$ cat src/rtl/enc_pkg.sv
// Shared constants and helpers for the registered priority encoder.
package enc_pkg;

  // Default number of request bits.
  localparam int WIDTH = 8;

  // Ceiling log2. Usable in constant expressions such as parameter widths.
  function automatic int clog2(input int n);
    int r;
    r = 0;
    for (int i = 0; i < 32; i++) begin
      if ((1 << r) < n) r++;
    end
    return r;
  endfunction

  // Value that the output index takes in reset.
  localparam int IDX_W_DEF = clog2(WIDTH);
  localparam logic [IDX_W_DEF-1:0] IDX_RESET = '0;

endpackage : enc_pkg

$ cat src/rtl/prio_enc_comb.sv
// Combinational highest-set-bit encoder built as a halving OR-reduction tree.
// At each level the upper half of the surviving window is OR-reduced. If any
// upper bit is set, that half survives and the index bit is 1. Otherwise the
// lower half survives. After log2(WIDTH) levels one bit remains, and that bit
// equals |a.
module prio_enc_comb
  import enc_pkg::*;
#(
  parameter int WIDTH = enc_pkg::WIDTH
) (
  input  logic [WIDTH-1:0]             a,
  output logic [enc_pkg::clog2(WIDTH)-1:0] idx,
  output logic                         vld
);

  localparam int IDX_W = clog2(WIDTH);

  logic [WIDTH-1:0] cur;
  logic [WIDTH-1:0] upper;
  logic [WIDTH-1:0] mask;

  // Walk the tree from the widest level down to a single surviving bit.
  always_comb begin
    // NOTE: give every combinational output a default before any branch, so
    // that no path leaves it unassigned and infers a latch.
    cur   = a;
    idx   = '0;
    upper = '0;
    mask  = '0;
    for (int l = IDX_W - 1; l >= 0; l--) begin
      mask   = (WIDTH'(1) << (1 << l)) - WIDTH'(1);
      upper  = (cur >> (1 << l)) & mask;
      idx[l] = |upper;
      cur    = idx[l] ? upper : (cur & mask);
    end
    vld = cur[0];
  end

endmodule : prio_enc_comb

$ cat src/rtl/if_enc8_3.sv
// Registered 8-to-3 priority encoder. The index of the highest set request bit
// and a valid flag are presented from flops one clock after sampling.
module if_enc8_3
  import enc_pkg::*;
#(
  parameter int WIDTH = enc_pkg::WIDTH
) (
  input  logic [WIDTH-1:0]                  A,
  output logic [enc_pkg::clog2(WIDTH)-1:0]  Y,
  output logic                              Valid,
  input  logic                              clk,
  input  logic                              rst
);

  localparam int IDX_W = clog2(WIDTH);

  logic [IDX_W-1:0] enc_idx_d;
  logic             enc_vld_d;
  logic [IDX_W-1:0] y_q;
  logic             valid_q;

  prio_enc_comb #(
    .WIDTH (WIDTH)
  ) u_prio_enc_comb (
    .a   (A),
    .idx (enc_idx_d),
    .vld (enc_vld_d)
  );

  // Capture the encoded result on every edge. Reset clears it immediately.
  always_ff @(posedge clk or posedge rst) begin
    // NOTE: sequential state uses non-blocking assignments, so every flop
    // samples pre-edge values regardless of statement order.
    if (rst) begin
      y_q     <= IDX_W'(IDX_RESET);
      valid_q <= 1'b0;
    end else begin
      y_q     <= enc_idx_d;
      valid_q <= enc_vld_d;
    end
  end

  assign Y     = y_q;
  assign Valid = valid_q;

endmodule : if_enc8_3

$ cat config.mk
export PLATFORM = sky130hd
export DESIGN_NAME = if_enc8_3
export DESIGN_NICKNAME = d
export VERILOG_FILES = /design/src/rtl/enc_pkg.sv /design/src/rtl/prio_enc_comb.sv /design/src/rtl/if_enc8_3.sv
export SDC_FILE = /design/constraint.sdc
export NUM_CORES = 1
export LEC_CHECK = 0
export CELL_PAD_IN_SITES_DETAIL_PLACEMENT = 1
export CELL_PAD_IN_SITES_GLOBAL_PLACEMENT = 1
export CORE_AREA = 2 2 39 41
export DETAILED_ROUTE_END_ITERATION = 7
export DIE_AREA = 0 0 41 43
export GPL_ROUTABILITY_DRIVEN = 0
export PLACE_DENSITY_LB_ADDON = 0.1
export SETUP_SLACK_MARGIN = 0.15
export SLEW_MARGIN = 20
export SYNTH_ARGS = -nofsm -noshare
export SYNTH_HDL_FRONTEND = slang
export SYNTH_SLANG_ARGS = --single-unit
$ cat constraint.sdc
create_clock -name clk -period 1.2 [get_ports clk]
set_input_delay 0.24 -clock clk [delete_from_list [all_inputs] [get_ports clk]]
set_output_delay 0.24 -clock clk [all_outputs]
set_load 0.005 [all_outputs]
# Word-level counts from Yosys, hierarchy flattened
# Index checks and enable logic that the tools add are counted.
# W data, S select, Z words.
dict set report totals {
  inputBits 10
  regBits 4
  out_inout_bits 4
}
dict set report classes {
  muxes 3
  n_reduce_logical 2
}
# op count
set ops {}
lappend ops {{$mux W4} 1}
lappend ops {{$reduce_or A4 Y1} 1}
lappend ops {{$mux W2} 1}
lappend ops {{$reduce_or A2 Y1} 1}
lappend ops {{$mux W1} 1}

# Depth between registers and ports, before layout
# Gate-level depths: netlist of the first run.
dict set report logic_depth {
  word_depth 5
  mapped_depth 3
  ltp_nobuf 3
}

# Hierarchy
# Synthesis of the first run repeated with hierarchy kept, for this count alone.
dict set report hier_totals {
  cells_unflattened 17
  hier_area_um2 161.4
}
# mod seq_area_each_um2 area_each_um2 instances cells_each
set modules_own_cells {}
lappend modules_own_cells {if_enc8_3 100.1 103.8 1 5}
lappend modules_own_cells {prio_enc_comb 0.0 57.6 1 12}

# Worst setup path after synthesis of the first run
# OpenSTA, ideal clock, no wires.
dict set report synth_path {
  path_type {input port to flip-flop}
  from {in A[6]}
  to {reg valid_q (netlist: Valid)}
  setup_ns 0.134
  path_stages 2
  arrival_time_ns 0.471
  path_slack_ns 0.595
  required_time_ns 1.066
  path_cell_list {nor2_1 -> nand4_1}
}
dict set report synth_via {
  elab_chain_cells 5
}
# item line
set synth_rtl {}
lappend synth_rtl {{start: declaration} if_enc8_3.sv:8} ;# input logic [WIDTH-1:0] A,
lappend synth_rtl {{$reduce_or A4 Y1} prio_enc_comb.sv:33} ;# idx[l] = |upper;
lappend synth_rtl {{$mux W4 (*)} prio_enc_comb.sv:34} ;# cur = idx[l] ? upper : (cur & mask);
lappend synth_rtl {{$reduce_or A2 Y1} prio_enc_comb.sv:33}
lappend synth_rtl {{$mux W2 (*)} prio_enc_comb.sv:34}
lappend synth_rtl {{$mux W1 (*)} prio_enc_comb.sv:34}
lappend synth_rtl {{named net enc_vld_d} if_enc8_3.sv:18} ;# logic enc_vld_d;
lappend synth_rtl {{end signal: assignment} if_enc8_3.sv:39} ;# valid_q <= enc_vld_d;
lappend synth_rtl {{end: declaration} if_enc8_3.sv:20} ;# logic valid_q;
# Mark *: on every way through the listed nets, which the timed path passes. The rest lies on a longest branch.

# Worst setup path in the final report of the first run
dict set report layout_path {
  from {reg valid_q (netlist: Valid)}
  to {out Valid}
}
# item line
set layout_rtl {}
lappend layout_rtl {{end: declaration} if_enc8_3.sv:10} ;# output logic Valid,
# No word-level cell between the ends.

==> flow_summary.ini, run 1 <==
[run_status]
status = complete, no violations

[timing]
slew_headroom_pct = 86.2
period_share_pct = 84.2
finalSetupTns_ns = 0
setup_ws_ns = 0.190
drv_slew = 0
finalHoldViolations = 0
period_needed_ns = 1.01
rsz0062_at_grt = false
finalSetupViolCount = 0
tightest_slew_ns = 0.205
max_clock_freq_ghz = 0.990

[global_route]
grt_usage_pct = 6.45
overflow = 0
grt-busiest-layer = met4
use_met1_pct = 5.54
antenna_found_initial = 0
met3_usage_pct = 3.14
grt_max_degree = 5
first_global_vias = 168
grt_pass1_wl_um = 669
grt_use_met2_pct = 8.13

[cts]
cts_buffer_depth = 2
cts_resized = 8
cts_buffers = 3
cts_tree = built
post_cts_buffers = 0
postCtsHoldBufs = 0
cts_root_buffer = clkbuf_4
clk_pin_slew_ns = 0.03
cts_sinks = 4
htreeDepth = 1

[worst_setup_path]
slowest_stage = dfrtp_1
start_kind = flip-flop
crit_type = flip-flop to output pin
worstPathMaxFanout = 1
path_cells = clkdlybuf4s15_1
critical_path_required_ns = 0.96
end_kind = output pin
critPathMaxStageDelay_ns = 0.35
crit_family = flip-flops
arrival_ns = 0.77
crit_buf_inv = 1

[synthesis]
synth_cell_type_count = 10
syn_nets = 27
avgSynthCellArea_um2 = 10.0
syn_inst = 17
syn-cell-area_um2 = 170
ys_warn_count = 0
synth_seq_cells = 4
ys_seq_area_share_pct = 58.8

[detailed_routing]
num_vias = 178
vias_per_cell = 3.63
drt_first_iter_violations = 1
drtAntennaViolNets = 0
drc_errors = 0
wl_um = 422
wl_per_cell_um = 8.61
firstDrtPassIters = 2

[placement]
dp.cells = 46
port_buffers = 13
pre_cts_slack_ns = 0.0260
placed_area_um2 = 320

[final_layout]
diodes = 0
design_area_um2 = 328
fillers = 162
synthToLayoutAreaGrowth_pct = 92.6
drive_gt1_share_pct = 24.2
nets = 45
fin_cells = 49

[flow_run]
maxCapViolations = 0

[power]
leakage_nw = 0.132
pwr_density_cell_mw_per_mm2 = 1090
p_total_mw = 0.359
max-vdd-ir-drop_mv = 0.245

[floorplan]
fp.dieH_um = 43
num_io_pins = 14
die_x_um = 41
die_area_mm2 = 0.00176
start_util_pct = 12.3
coreArea_mm2 = 0.00138
fp-row-count = 14

[hold_path]
holdCritPathClass = input port to async pin
## flip-flops by register name, summed over array words and instances (netlist names)
| register | flops |
|---|---|
| Valid | 1 |
| Y | 3 |
## cell families after synthesis
logic type / share of synthesized area, %
simple gates: 14.7
flops: 58.8
compound gates: 19.9
buf+inv: 6.62
## path summary, 6_finish.rpt
check                      endpoint  slack (ns)  cells past startpoint  startpoint
max                           Valid        0.19                      1       Valid
min                            Y[2]        0.20                      2         rst
max in group asynchronous      Y[1]        0.86                      2         rst
min in group clk              Valid        0.62                      3        A[0]
## layout by cell type (no fill, tap or decap), drive strengths merged
cell and instances:
dfrtp 4, nand4 1, clkdlybuf4s50 9, nand2 1
clkinv 1, a21oi 2, inv 2, nor2 4
clkbuf 6, clkdlybuf4s15 1, o31ai 2
## where the power goes
group	internal, mW	total, mW	switching (mW)
Clock	0.111	0.159	0.0476
Combinational	0.0357	0.0578	0.0221
Sequential	0.141	0.142	0.00125
Total	0.288	0.359	0.0709
## per-layer routing
metal	routed length, um	part of all wire (%)
met1	129	31
met2	202	48
met3	78	18
met4	12	2.8
met5	0	0
## cell type report
cell class / count / area, um2 / share of cell area (%)
Tap cell: 16 / 20.0 / 6.11
Inverter: 3 / 11.3 / 3.44
Clock buffer: 3 / 22.5 / 6.87
Sequential cell: 4 / 100 / 30.5
Timing Repair Buffer: 13 / 115 / 35.1
Multi-Input combinational cell: 10 / 58.8 / 17.9
## metrics by stage
step           util [%]  hold slack, ns
2_1_floorplan         -         0.00608
3_3_place_gp       23.1           0.436
3_5_place_dp       23.1           0.438
4_1_cts            24.8           0.197
5_1_grt            23.7           0.211
6_report           23.7           0.196
## cells in the mapped netlist
cell	n	area share (%)
a21oi_1	1	2.9
nor2_1	4	8.8
dfrtp_1	4	59
o31ai_2	1	7.4
nand2_1	1	2.2
o31ai_1	1	4.4
a21oi_2	1	5.1
nand4_1	1	3.7
clkinv_1	1	2.2
inv_1	2	4.4
Note: power is estimated with default switching activity, not from simulation.
==> run 2, diff against run 1 <==
- clock period: 1.2 -> 0.85 ns (I/O delays scaled with it)
==> flow_summary.ini, run 2 (synthesis gave the netlist of run 1 again) <==
[global_route]
grt_pass1_wl_um = 752
overflow = 0
first_global_vias = 204
grt_max_degree = 5
antenna_found_initial = 0
grt_usage_pct = 7.16

[run_status]
violations = setup timing
status = complete, but fails checks

[placement]
dp.cells = 46
pre_cts_slack_ns = -0.249
dp_hpwl_um = 395
port_buffers = 13

[floorplan]
die_area_mm2 = 0.00176
fp-row-count = 14
die_x_um = 41
num_io_pins = 14
start_util_pct = 12.3
fp.dieH_um = 43
coreArea_mm2 = 0.00138

[final_layout]
nets = 45
fin_cells = 49
multi_input_area_um2 = 65.1
synthToLayoutAreaGrowth_pct = 89.0
fin_util_pct = 23.2
fillers = 173
largest_register_ffs = 3
mostFrequentLayoutCell = dlygate4sd2_1
drive_gt1_share_pct = 36.4
final_cell_mix = 7 x dlygate4sd2_1, 4 x dfrtp_1, 4 x buf_2, 3 x nor2_1, 3 x clkbuf_4
regArea_um2 = 100
diodes = 0

[detailed_routing]
vias_per_cell = 3.59
drtAntennaViolNets = 0
drc_errors = 0
drt_first_iter_violations = 0
num_vias = 176
wl_um = 463
firstDrtPassIters = 1
wl_per_cell_um = 9.45

[worst_setup_path]
crit_type = flip-flop to output pin
slowest_stage = dfrtp_1
end_kind = output pin
critPathMaxStageDelay_ns = 0.35
start_kind = flip-flop
worstPathMaxFanout = 1
path_cells = buf_2
crit_buf_inv = 1
arrival_ns = 0.70
crit_family = flip-flops
critical_path_required_ns = 0.68

[power]
seqPwrFrac_pct = 40.1
power.internal_mw = 0.396
sw_frac_of_total_pct = 20.7
max-vdd-ir-drop_mv = 0.313
clkPwrFrac_pct = 45.0
leakage_nw = 0.139
combinationalPowerShare_pct = 14.9
p_switching_mw = 0.103
pwr_density_cell_mw_per_mm2 = 1550

[timing]
finalSetupViolCount = 4
period_needed_ns = 0.872
max_clock_freq_ghz = 1.15
finalHoldViolations = 0
drv_slew = 0
period_share_pct = 103
setup_ws_ns = -0.0223
holdWs_ns = 0.129
tightest_slew_ns = 0.188
slew_headroom_pct = 87.4
rsz0062_at_grt = true

[hold_path]
holdCritPathClass = input port to async pin

[cts]
postCtsHoldBufs = 0
clk_pin_slew_ns = 0.03
cts_root_buffer = clkbuf_4
cts_tree = built
cts_buffer_depth = 2
cts_buffers = 3
htreeDepth = 1
post_cts_buffers = 0
cts_sinks = 4

[flow_run]
maxCapViolations = 0
## run 2: cell count changes in the layout (fill, tap and decap cells not counted)
cell and change:
clkdlybuf4s15_1 -1, dlygate4sd2_1 +7, clkinv_2 +1, clkinv_1 -1, buf_2 +4, clkdlybuf4s50_1 -7
nor2_1 -1, a21oi_2 +1, clkbuf_2 -3, nor2_2 +1, a21oi_1 -1
## run 2: metal layers
| metal | track usage, % | wire (um) | vias to the layer above |
|---|---|---|---|
| met1 | 6.21 | 143 | 78 |
| met4 | 10.0 | 0 | 0 |
| li1 | - | - | 88 |
| met5 | 0 | 0 | - |
| met3 | 3.14 | 73 | 0 |
| met2 | 9.69 | 246 | 10 |
## run 2: final timing paths
path,to,cells after the start,start
max,Y[1],1,Y[1]
min,Y[0],2,rst
max in group asynchronous,Y[2],2,rst
min in group clk,Y[0],2,A[4]
## run 2: timing repair
| action | in CTS | in global routing |
|---|---|---|
| pin swaps | 2 | 0 |
| endpoints found under the setup margin | 8 | 5 |
| resized for setup | 25 | 1 |
## run 2: cell type report
class	count	share of cell area (%)
repair buffers	13	31.5
flip-flops and latches	4	31.1
multi-input cells	10	20.2
clock buffers	3	7.00
well taps	16	6.23
inverters	3	3.89
## run 2: power groups by stage
stage	combinational (mW)	sequential, mW	clock, mW
after floorplan	0.0211	0.204	0
after global placement	0.0890	0.203	0
after detailed placement	0.0908	0.203	0
after CTS	0.0749	0.200	0.237
after global routing	0.0841	0.200	0.262
final	0.0743	0.200	0.225
## run 2: stage by stage
step	TNS, ns	power (mW)	instance area [um2]
finish	-0.0579	0.499	322
global route	-0.199	0.547	322
CTS	-0.113	0.513	319
detailed placement	-1.40	0.294	320
global placement	-1.33	0.292	320
floorplan	0	0.225	170
